**src/rtl/multicycle_control_unit.sv**
```systemverilog
// Multi-cycle RV32I-subset control FSM with memory watchdog, illegal-opcode trap and instret.
// Optional macro JAL_JALR_EN adds JAL/JALR through the JUMP state; otherwise they trap as illegal.
module multicycle_control_unit #(
    parameter int CNT_W   = 32,
    parameter int TIMEOUT = 16,
    parameter int TO_W    = 8
) (
    input  logic             clk,
    input  logic             rst,
    input  logic [6:0]       opcode,
    input  logic             zero,
    input  logic             mem_ready,
    output logic             mem_req,
    output logic             mem_we,
    output logic             iord,
    output logic             ir_write,
    output logic             mdr_write,
    output logic             pc_write,
    output logic             pc_src,
    output logic             target_write,
    output logic             alu_src_a,
    output logic [1:0]       alu_src_b,
    output logic [1:0]       alu_op_main,
    output logic             reg_write_enable,
    output logic             mem_to_reg,
    output logic             trap,
    output logic [1:0]       trap_cause,
    output logic [CNT_W-1:0] instret,
    output logic [2:0]       state
);

    typedef enum logic [2:0] {
        S_FETCH  = 3'd0,
        S_DECODE = 3'd1,
        S_EXEC   = 3'd2,
        S_MEM    = 3'd3,
        S_WB     = 3'd4,
        S_TRAP   = 3'd5,
        S_JUMP   = 3'd6
    } state_e;

    localparam logic [6:0] OP_R      = 7'b0110011;
    localparam logic [6:0] OP_I      = 7'b0010011;
    localparam logic [6:0] OP_LOAD   = 7'b0000011;
    localparam logic [6:0] OP_STORE  = 7'b0100011;
    localparam logic [6:0] OP_BRANCH = 7'b1100011;
`ifdef JAL_JALR_EN
    localparam logic [6:0] OP_JAL    = 7'b1101111;
    localparam logic [6:0] OP_JALR   = 7'b1100111;
`endif

    state_e           state_q, state_d;
    logic [CNT_W-1:0] instret_q;
    logic             trap_q, trap_d;
    logic [1:0]       cause_q, cause_d;
    logic [TO_W-1:0]  wdog_q, wdog_d;
    logic             retire;
    logic             memWait;
    logic             timeoutHit;

    // A mem_ready arriving in the final watchdog cycle wins over the timeout.
    assign memWait    = ((state_q == S_FETCH) || (state_q == S_MEM)) && !mem_ready;
    assign timeoutHit = (TIMEOUT != 0) && memWait && (wdog_q == TO_W'(TIMEOUT - 1));

    always_comb begin
        state_d = state_q;
        trap_d  = trap_q;
        cause_d = cause_q;
        wdog_d  = '0;
        retire  = 1'b0;
        case (state_q)
            S_FETCH, S_MEM: begin
                if (mem_ready) begin
                    if (state_q == S_FETCH) begin
                        state_d = S_DECODE;
                    end else if (opcode == OP_STORE) begin
                        state_d = S_FETCH;
                        retire  = 1'b1;
                    end else begin
                        state_d = S_WB;
                    end
                end else if (timeoutHit) begin
                    state_d = S_TRAP;
                    trap_d  = 1'b1;
                    cause_d = 2'b10;
                end else if (TIMEOUT != 0) begin
                    wdog_d = wdog_q + TO_W'(1);
                end
            end
            S_DECODE: begin
                case (opcode)
                    OP_R, OP_I, OP_LOAD, OP_STORE, OP_BRANCH: state_d = S_EXEC;
`ifdef JAL_JALR_EN
                    OP_JAL, OP_JALR: state_d = S_JUMP;
`endif
                    default: begin
                        state_d = S_TRAP;
                        trap_d  = 1'b1;
                        cause_d = 2'b01;
                    end
                endcase
            end
            S_EXEC: begin
                case (opcode)
                    OP_R, OP_I:        state_d = S_WB;
                    OP_LOAD, OP_STORE: state_d = S_MEM;
                    OP_BRANCH: begin
                        state_d = S_FETCH;
                        retire  = 1'b1;
                    end
                    default: begin
                        state_d = S_TRAP;
                        trap_d  = 1'b1;
                        cause_d = 2'b01;
                    end
                endcase
            end
            S_WB: begin
                state_d = S_FETCH;
                retire  = 1'b1;
            end
`ifdef JAL_JALR_EN
            S_JUMP: begin
                state_d = S_FETCH;
                retire  = 1'b1;
            end
`endif
            S_TRAP:  state_d = S_TRAP;
            default: state_d = S_FETCH;
        endcase
    end

    always_ff @(posedge clk or posedge rst) begin
        if (rst) begin
            state_q   <= S_FETCH;
            instret_q <= '0;
            trap_q    <= 1'b0;
            cause_q   <= 2'b00;
            wdog_q    <= '0;
        end else begin
            state_q <= state_d;
            trap_q  <= trap_d;
            cause_q <= cause_d;
            wdog_q  <= wdog_d;
            if (retire) begin
                instret_q <= instret_q + CNT_W'(1);
            end
        end
    end

    // Controls are forced low during reset so FETCH does not request memory until release.
    always_comb begin
        mem_req          = 1'b0;
        mem_we           = 1'b0;
        iord             = 1'b0;
        ir_write         = 1'b0;
        mdr_write        = 1'b0;
        pc_write         = 1'b0;
        pc_src           = 1'b0;
        target_write     = 1'b0;
        alu_src_a        = 1'b0;
        alu_src_b        = 2'b00;
        alu_op_main      = 2'b00;
        reg_write_enable = 1'b0;
        mem_to_reg       = 1'b0;
        if (!rst) begin
            case (state_q)
                S_FETCH: begin
                    mem_req   = 1'b1;
                    alu_src_b = 2'b01;
                    ir_write  = mem_ready;
                    pc_write  = mem_ready;
                end
                S_DECODE: begin
                    alu_src_b    = 2'b11;
                    target_write = 1'b1;
                end
                S_EXEC: begin
                    case (opcode)
                        OP_R: begin
                            alu_src_a   = 1'b1;
                            alu_op_main = 2'b10;
                        end
                        OP_I: begin
                            alu_src_a   = 1'b1;
                            alu_src_b   = 2'b10;
                            alu_op_main = 2'b10;
                        end
                        OP_LOAD, OP_STORE: begin
                            alu_src_a = 1'b1;
                            alu_src_b = 2'b10;
                        end
                        OP_BRANCH: begin
                            alu_src_a   = 1'b1;
                            alu_op_main = 2'b01;
                            pc_src      = 1'b1;
                            pc_write    = zero;
                        end
                        default: alu_src_a = 1'b0;
                    endcase
                end
                S_MEM: begin
                    mem_req   = 1'b1;
                    iord      = 1'b1;
                    mem_we    = (opcode == OP_STORE);
                    mdr_write = mem_ready && (opcode != OP_STORE);
                end
                S_WB: begin
                    reg_write_enable = 1'b1;
                    mem_to_reg       = (opcode == OP_LOAD);
                end
`ifdef JAL_JALR_EN
                S_JUMP: begin
                    reg_write_enable = 1'b1;
                    pc_write         = 1'b1;
                    if (opcode == OP_JALR) begin
                        alu_src_a = 1'b1;
                        alu_src_b = 2'b10;
                    end else begin
                        pc_src = 1'b1;
                    end
                end
`endif
                default: mem_req = 1'b0;
            endcase
        end
    end

    assign trap       = trap_q;
    assign trap_cause = cause_q;
    assign instret    = instret_q;
    assign state      = state_q;

endmodule

```
**config.mk**
```make
export PLATFORM = sky130hd
export DESIGN_NAME = multicycle_control_unit
export DESIGN_NICKNAME = d
export VERILOG_FILES = /design/src/rtl/multicycle_control_unit.sv
export SDC_FILE = /design/constraint.sdc
export NUM_CORES = 1
export LEC_CHECK = 0
export ABC_AREA = 0
export BUFFER_PORTS_ARGS = -buffer_cell sky130_fd_sc_hd__buf_2
export CAP_MARGIN = 10
export CORE_ASPECT_RATIO = 1.1
export CORE_MARGIN = 5
export CORE_UTILIZATION = 45
export CTS_CLUSTER_SIZE = 12
export DETAILED_ROUTE_END_ITERATION = 7
export GPL_TIMING_DRIVEN = 0
export PLACE_DENSITY = 0.69
export REMOVE_ABC_BUFFERS = 1
export SETUP_SLACK_MARGIN = 0.15
export SKIP_LAST_GASP = 1
export SLEW_MARGIN = 20
export SYNTH_ARGS = -nofsm -noshare
export SYNTH_HDL_FRONTEND = slang
export SYNTH_SLANG_ARGS = --single-unit
```
**constraint.sdc**
```tcl
create_clock -name clk -period 3.6 [get_ports clk]
set_input_delay 0.36 -clock clk [delete_from_list [all_inputs] [get_ports clk]]
set_output_delay 0.36 -clock clk [all_outputs]
set_load 0.005 [all_outputs]
```
After elaboration in Yosys (flattened, before gate mapping)
Cells that the tools add are included.
{"block": "word_totals", "ff_bits": 46, "latchBits": 0, "mem_bits_rw": 0, "mem_bits_ro": 0, "inputBits": 11, "wordCells": 90, "mem_count": 0}
{"block": "op_classes", "addsub": 2, "multipliers": 0, "div_mod_pow": 0, "order_cmp": 0, "n_eq_ne": 16, "n_shift": 0, "muxes": 53, "bitwise_logic": 0, "reduce_logical": 14}
{"op": "$add 32x1->32 const B", "n": 1}
{"op": "$mux 1", "n": 30}
{"op": "$mux 8", "n": 3}
{"op": "$mux 3", "n": 5}
{"op": "$eq 7x6->1 const B", "n": 2}
{"op": "$mux 2", "n": 7}
{"op": "$pmux 3 s4", "n": 1}
{"op": "$pmux 3 s3", "n": 1}
{"op": "$add 8x1->8 const B", "n": 1}
{"op": "$eq 8x4->1 const B", "n": 1}
{"op": "$pmux 2 s2", "n": 2}
{"op": "$reduce_or 2->1", "n": 4}
{"op": "$eq 7x2->1 const B", "n": 1}
{"op": "$eq 7x5->1 const B", "n": 1}
{"op": "$eq 7x7->1 const B", "n": 1}
{"op": "$ne 7x6->1 const B", "n": 1}
{"op": "$eq 3x2->1 const B", "n": 2}
{"op": "$eq 3x3->1 const B", "n": 2}
{"op": "$pmux 2 s3", "n": 1}
{"op": "$reduce_or 5->1", "n": 1}
{"op": "$ne 2x2->1 const B", "n": 2}
{"op": "$pmux 1 s2", "n": 2}
{"op": "$reduce_and 4->1", "n": 1}
{"op": "$eq 3x1->1 const B", "n": 1}
{"op": "other kinds (9)", "n": 11}

Depth between registers and ports, before layout
Gate-level depths: netlist of the first run.
{"block": "logic_depth", "word_depth": 7, "depth_mapped": 7, "mapped_depth_nobuf": 6}

Least setup slack after synthesis of the first run
No wires, ideal clock.
{"block": "synth_path", "path_type": "register to output", "start": "register state_q[0], in the netlist state[0]", "end": "output alu_op_main[0]", "arrival_ps": 1549, "required_time_ps": 3240, "path_slack_ps": 1691, "path_stages_with_launch": 6, "n_path_buf": 2, "cell_sequence": "dfrtp_1 > buf_2 > nand2b_1 > clkbuf_1 > or3_2 > nor4_1"}
{"block": "synth_between", "elab_chain_len": 3}
{"element": "start, declared", "line_no": "52", "rtl": "state_e state_q, state_d;"}
{"element": "start signal, assigned", "line_no": "141", "rtl": "state_q <= state_d;"}
{"element": "$eq 3x2->1", "line_no": "167", "rtl": "case (state_q)"}
{"element": "$mux 2", "line_no": "167"}
{"element": "$mux 2", "line_no": "166", "rtl": "if (!rst) begin"}
{"element": "end, declared", "line_no": "23", "rtl": "output logic [1:0] alu_op_main,"}
No other way between the ends.

Worst setup path in the final report of the first run
{"block": "layout_path", "start": "register state_q[1], in the netlist state[1]", "end": "output alu_op_main[0]"}
The elaborated chain is that of the path after synthesis.

==> summary.md, run 1 <==
| Metric | Value |
|---|---|
| Status | completed |
| Largest net degree at the start of global routing | 35 |
| Initial antenna violation count | 0 |
| Clk slew on worst S/H paths | 0.08 ns |
| Vias in the first global route | 1932 |
| Power after layout | 0.000871 W |
| Worst Hold Slack | 0.0456 ns |
| First-pass GRT wire length | 9.14 mm |
| Initial detailed-routing violation count | 53 |
| Most frequent cells in the layout | buf_2 (63), dfrtp_1 (46), xnor2_1 (29) |
| Fillers | 519 |
| Fin nets | 323 |
| Setup Total Neg Slack | 0 ns |
| Layout Area Growth over Synthesis | 18.3% |
| Hold Buf Count CTS | 0 |
| Seq/Total Area, Yosys | 45.8% |
| Global-route usage over all layers | 16.4% |
| Core area | 5400 um2 |
| Main synth FF type | dfrtp_1 |
| Worst Max-Slew Pin Slew | 0.627 ns |
| Routed wire length | 5.41 mm |
| Die width | 81.3 um |
| Most common cell after layout, fill and taps aside | buf_2 |
| Tightest Hold Check Type | input pin to asynchronous set/reset pin |
| Worst slack, placed | 1.19 ns |
| RSZ-0062 raised after global routing | false |
| H-tree Lvls | 2 |
| CP startpoint kind | flip-flop |
| Synth Area per Inst | 10.1 um2 |
| Post-synthesis cell area | 2510 um2 |
| Seq cells post-synth | 46 |
| Critical path class | flip-flop to output port |
| Switch share | 21.5% |
| Maximum clock frequency | 409 MHz |
| Clk root buf | clkbuf_8 |
| Comb power frac | 3.9% |
| Crit end category | output port |
| FF-to-FF path depth | 5 |
| Worst-case clock buffer depth | 2 |
| Async SR Flop Fraction | 100% |
| Clock Latency Late Sink | 0.29 ns |
| Routed vias/inst | 5.37 |
| Vias | 2071 |
| Clock group share of total power | 36.6% |
| Post-detailed-route wirelength per cell | 14.0 um |
| Final Max Tran Viols | 0 |
| Multi-input logic area | 1290 um2 |
| Post_cts resized | 0 |
| Hold Fails Final Rpt | 0 |
| Die Area | 7190 um2 |
| Max Cap Violations | 0 |
| Setup Skew | 0.00777 ns |
| Final HPWL DP | 4.04 mm |
| Post-route setup slack | 1.15 ns |
| Gp weighted congestion | 0.828 |
| Largest vdd supply drop | 214 uV |
| CTS tree | yes |
| Diode count | 0 |
| PortBufs | 63 |
| Final period utilization | 68.0% |
| Row count | 28 |
| CP required | 3.24 ns |
| Post-synth EDFFs | 0 |
| Post CTS Setup Buffer Count | 0 |
| CTS Buf Count | 5 |
| # clock sinks | 46 |
| Share of cells above drive strength 1 | 26.7% |
| DRT Pass-1 Iters | 4 |
| Chip Height | 88.4 um |
| Yosys cell types | 52 |
| Sequential cell area | 1150 um2 |
| Gr ovfl total | 0 |
| P_sw | 0.000188 W |
| Sequential share of power | 59.5% |
| Synth Instances | 250 |
| Static leakage | 1.41 nW |
| DR DRC count | 0 |
| Crit path max fanout | 14 |
| Starting Density | 46.6% |
| Pint | 0.000684 W |
| Synth warn | 0 |
| CP arrival | 2.09 ns |
| ANT nets after route | 0 |
| Pwr Density | 293 nW/um2 |
| IO Count | 64 |
| Post-layout util | 55.1% |
| Max_slew headroom | 58.2% |
| Min Tclk post-route | 2.45 ns |
| Final setup vio count | 0 |
-- cells by family (layout without fill, tap and decap cells) --
kind of cell / Yosys count / count (layout) / share of synthesized area, %
buffers and inverters: 14 / 75 / 2.84
DFF: 46 / 46 / 45.8
muxes: 2 / 2 / 0.846
adders and majority gates: 2 / 2 / 0.995
and+or+nand+nor: 119 / 119 / 26.8
AOI/OAI and AO/OA: 30 / 30 / 9.85
xor gates and xnor gates: 37 / 37 / 12.9
-- worst max-delay path, stage by stage, from the launching register on --
cell,delay (ns)
dfrtp_1,0.63
nand2b_1,0.32
or3_2,0.50
nor4_1,0.18
buf_2,0.16
-- worst paths after layout --
path | startpoint | endpoint | slack [ns]
max | state[1] | alu_op_main[0] | 1.15
min | rst | trap_cause[1] | 0.05
max reg2reg | state[2] | instret[29] | 1.36
min reg2reg | trap | trap | 0.46
max in group asynchronous | rst | instret[31] | 3.08
min in group clk | trap | trap | 0.46
-- power by group through the flow --
| stage | registers (W) | logic, W | clock network (W) |
|---|---|---|---|
| floorplan | 0.000529 | 0.0000158 | 0 |
| global placement | 0.000529 | 0.0000313 | 0 |
| detailed placement | 0.000529 | 0.0000348 | 0 |
| CTS | 0.000519 | 0.0000350 | 0.000337 |
| global route | 0.000519 | 0.0000388 | 0.000359 |
| finish | 0.000519 | 0.0000339 | 0.000319 |
-- state kept, by name (all words and copies together), names as in the netlist --
signal / count
instret: 32
trap: 1
trap_cause: 2
state: 3
wdog_q: 8
-- routing by layer --
| layer | vias up | GRT usage (%) | part of all wire, % |
|---|---|---|---|
| met5 | - | 0 | 0 |
| met3 | 4 | 3.46 | 5.3 |
| li1 | 1015 | - | - |
| met2 | 56 | 25.9 | 46 |
| met4 | 0 | 5.53 | 1.3 |
| met1 | 996 | 22.3 | 48 |
-- metrics by stage --
step,instances,instance area (um2)
after CTS,386,2980
after floorplan,239,2450
after global routing,386,2980
after detailed placement,378,2880
after global placement,377,2860
final,386,2980
-- cells in the mapped netlist (2+ instances only) --
master / instances / share of area, %
a21oi_1: 7 / 1.4
a22o_1: 2 / 0.70
and2_1: 7 / 1.7
and3_1: 8 / 2.0
and4_1: 7 / 2.4
buf_2: 3 / 0.60
buf_4: 2 / 0.60
clkbuf_1: 5 / 0.75
dfrtp_1: 46 / 46
ha_1: 2 / 0.99
inv_1: 3 / 0.45
nand2_1: 17 / 2.5
nand2b_1: 7 / 1.7
nand3_1: 12 / 2.4
nand4_1: 15 / 3.7
nor2_1: 20 / 3.0
nor3_1: 6 / 1.2
nor3b_1: 2 / 0.60
nor4_1: 5 / 1.2
o21ai_0: 3 / 0.60
o21bai_1: 2 / 0.60
o2bb2ai_1: 2 / 0.70
or3_1: 3 / 0.75
xnor2_1: 29 / 10
xor2_1: 8 / 2.8
-- area by class of cell --
class,instances,area share [%]
inverter,3,0.378
multi-input combinational,190,43.4
sequential,46,38.7
timing repair buffer,64,11.3
clock buffer,7,2.90
tap,75,3.15
clock inverter,1,0.168
Note: power is estimated with default switching activity, not from simulation.
==> run 2, diff against run 1 <==
Settings changed: PLACE_DENSITY 0.69 to 0.72.
Clock period 3.6 ns to 2.15 ns, I/O delays scaled along.
==> summary.md, run 2 (same netlist as run 1, synthesis figures left out) <==
| Metric | Value |
|---|---|
| PortBufs | 63 (unchanged) |
| Initial antenna violation count | 0 (unchanged) |
| Worst Max-Slew Pin Slew | 0.430 ns (was 0.627 ns) |
| Largest net degree at the start of global routing | 33 (was 35) |
| Multi-input logic area | 1340 um2 (was 1290 um2) |
| Static leakage | 1.45 nW (was 1.41 nW) |
| Clock group share of total power | 41.3% (was 36.6%) |
| Clk slew on worst S/H paths | 0.09 ns (was 0.08 ns) |
| Worst Path Buf+Inv | 1 (unchanged) |
| CTS Buf Count | 5 (unchanged) |
| Final setup vio count | 0 (unchanged) |
| DRT Pass-1 Iters | 4 (unchanged) |
| Sequential share of power | 54.9% (was 59.5%) |
| Critical path depth | 4 (unchanged) |
| CP max stage cell | dfrtp_2 (was dfrtp_1) |
| Power after layout | 0.00158 W (was 0.000871 W) |
| Pint | 0.00123 W (was 0.000684 W) |
| Final HPWL DP | 4.04 mm (about the same) |
| Die width | 81.3 um (unchanged) |
| Global-route usage over all layers | 16.6% (was 16.4%) |
| Final Max Tran Viols | 0 (unchanged) |
| FF-to-FF path depth | 5 (unchanged) |
| Crit path cell chain | nand2b_4, or3_2, nor4_1, buf_2 (was nand2b_1, or3_2, nor4_1, buf_2) |
| Final period utilization | 90.5% |
| Max Cap Violations | 0 (unchanged) |
| Share of cells above drive strength 1 | 31.7% (was 26.7%) |
| Diode count | 0 (unchanged) |
| CP startpoint | state[0] (was state[1]) |
| Hold_sp | opcode[4] |
| Worst R2R End | instret[7] (was instret[29]) |
| Routed vias/inst | 5.27 (was 5.37) |
| CTS tree | yes (unchanged) |
| # clock sinks | 46 (unchanged) |
| CP delay by family, top | simple AND/OR/NAND/NOR gates (unchanged) |
| Switch share | 22.1% (was 21.5%) |
| Clock Latency Late Sink | 0.30 ns (was 0.29 ns) |
| Layout Area Growth over Synthesis | 24.9% (was 18.3%) |
| Core area | 5400 um2 (unchanged) |
| FF-to-FF setup slack | 0.22 ns (was 1.36 ns) |
| H-tree Lvls | 2 (unchanged) |
| First-pass GRT wire length | 9.29 mm (was 9.14 mm) |
| Clk root buf | clkbuf_8 (unchanged) |
| Fin nets | 334 (was 323) |
| Gr ovfl total | 0 (unchanged) |
| Hold Fails Final Rpt | 0 (unchanged) |
| Worst Setup EP | pc_src (was alu_op_main[0]) |
| Most frequent cells in the layout | buf_2 (63), dfrtp_1 (43), xnor2_1 (29) (was buf_2 (63), dfrtp_1 (46), xnor2_1 (29)) |
| Min Tclk post-route | 1.95 ns |
| Max reg flops | 32 (unchanged) |
| Vias | 2094 (was 2071) |
| Crit path max fanout | 7 (was 14) |
| Status | completed (unchanged) |
| CP arrival | 1.73 ns (was 2.09 ns) |
| Vias in the first global route | 2023 (was 1932) |
| Critical R2R Launch | state[2] (unchanged) |
| Max_slew headroom | 71.2% (was 58.2%) |
| CP required | 1.93 ns (was 3.24 ns) |
| CP startpoint kind | flip-flop (unchanged) |
| Chip Height | 88.4 um (unchanged) |
| Tightest Hold Check Type | input pin to flip-flop (was input pin to asynchronous set/reset pin) |
| Maximum clock frequency | 514 MHz |
| Routed wire length | 5.74 mm (was 5.41 mm) |
| Largest vdd supply drop | 349 uV (was 214 uV) |
| Sequential cell area | 1160 um2 (was 1150 um2) |
| Critical path class | flip-flop to output port (unchanged) |
| Crit end category | output port (unchanged) |
| RSZ-0062 raised after global routing | true (was false) |
| Worst-case clock buffer depth | 2 (unchanged) |
| P_sw | 0.000349 W (was 0.000188 W) |
| Pwr Density | 503 nW/um2 (was 293 nW/um2) |
| IO Count | 64 (unchanged) |
| Setup Skew | 0.00786 ns (was 0.00777 ns) |
| DR DRC count | 0 (unchanged) |
| Setup Total Neg Slack | 0 ns (unchanged) |
| Row count | 28 (unchanged) |
| Starting Density | 46.6% (unchanged) |
| Die Area | 7190 um2 (unchanged) |
| Initial detailed-routing violation count | 63 (was 53) |
| Post-detailed-route wirelength per cell | 14.4 um (was 14.0 um) |
| Most common cell after layout, fill and taps aside | buf_2 (unchanged) |
| ANT nets after route | 0 (unchanged) |
| Critical Path Max Stage Delay | 0.46 ns (was 0.63 ns) |
| Fillers | 487 (was 519) |
| Gp weighted congestion | 0.841 (was 0.828) |
| Comb power frac | 3.8% (was 3.9%) |
==> run 2: cell count changes in the layout (fill, tap and decap cells not counted), sizes merged <==
cell / change
buf: +8
clkinvlp: +2
a21boi: +1
bufinv: +1
clkbuf: -1
clkinv: -1
dlygate4sd3: +1
==> run 2: final cells by class <==
cell class / count / share of cell area (%)
clock buffers: 5 / 2.19
clock inverters: 3 / 1.43
inverters: 3 / 0.359
multi-input cells: 191 / 42.6
flip-flops and latches: 46 / 36.9
well taps: 75 / 2.99
repair buffers: 74 / 13.5
==> run 2: worst min path at each step <==
stage / end / depth (start not counted)
floorplan: wdog_q[6] / 2
global placement: trap / 1
detailed placement: state[2] / 2
CTS: state[1] / 3
global route: state[1] / 3
finish: state[1] / 3
==> run 2: metal layers <==
layer  global-route usage, %  share of wire (%)  routed length [um]
met1                    22.3                 47                2680
met5                       0                  0                   0
met3                    4.07                5.8                 331
met4                    5.07                1.0                  59
met2                    26.4                 46                2670
==> run 2: tightest hold or removal path, stage by stage <==
cell and delay (ns):
buf_2 0.15, nor4_1 0.07, a22o_1 0.16
==> run 2: stage by stage <==
step / util (%) / hold slack [ns] / cells / instance area, um2 / worst slack, ns
after floorplan: - / 0.390 / 239 / 2450 / 0.255
after global placement: 53.1 / 0.443 / 377 / 2860 / -0.0617
after detailed placement: 53.5 / 0.252 / 378 / 2880 / -0.0776
after CTS: 56.7 / 0.319 / 391 / 3060 / 0.150
after global routing: 58.2 / 0.328 / 397 / 3140 / 0.118
final: 58.2 / 0.326 / 397 / 3140 / 0.205
==> run 2: power by group through the flow <==
| stage | clock, W | sequential, W | combinational, W |
|---|---|---|---|
| after floorplan | 0 | 0.000886 | 0.0000264 |
| after global placement | 0 | 0.000886 | 0.0000525 |
| after detailed placement | 0 | 0.000886 | 0.0000582 |
| after CTS | 0.000672 | 0.000869 | 0.0000600 |
| after global routing | 0.000721 | 0.000869 | 0.0000680 |
| final | 0.000652 | 0.000868 | 0.0000603 |
==> run 2: repair_timing <==
item | in CTS | in global routing
hold endpoints to repair | 14 | 0
buffers inserted | 4 | 5
setup endpoints to repair | 29 | 12
cloned | 0 | 1
gates resized for setup | 6 | 5
pin swaps | 1 | 3
hold buffers | 1 | 0
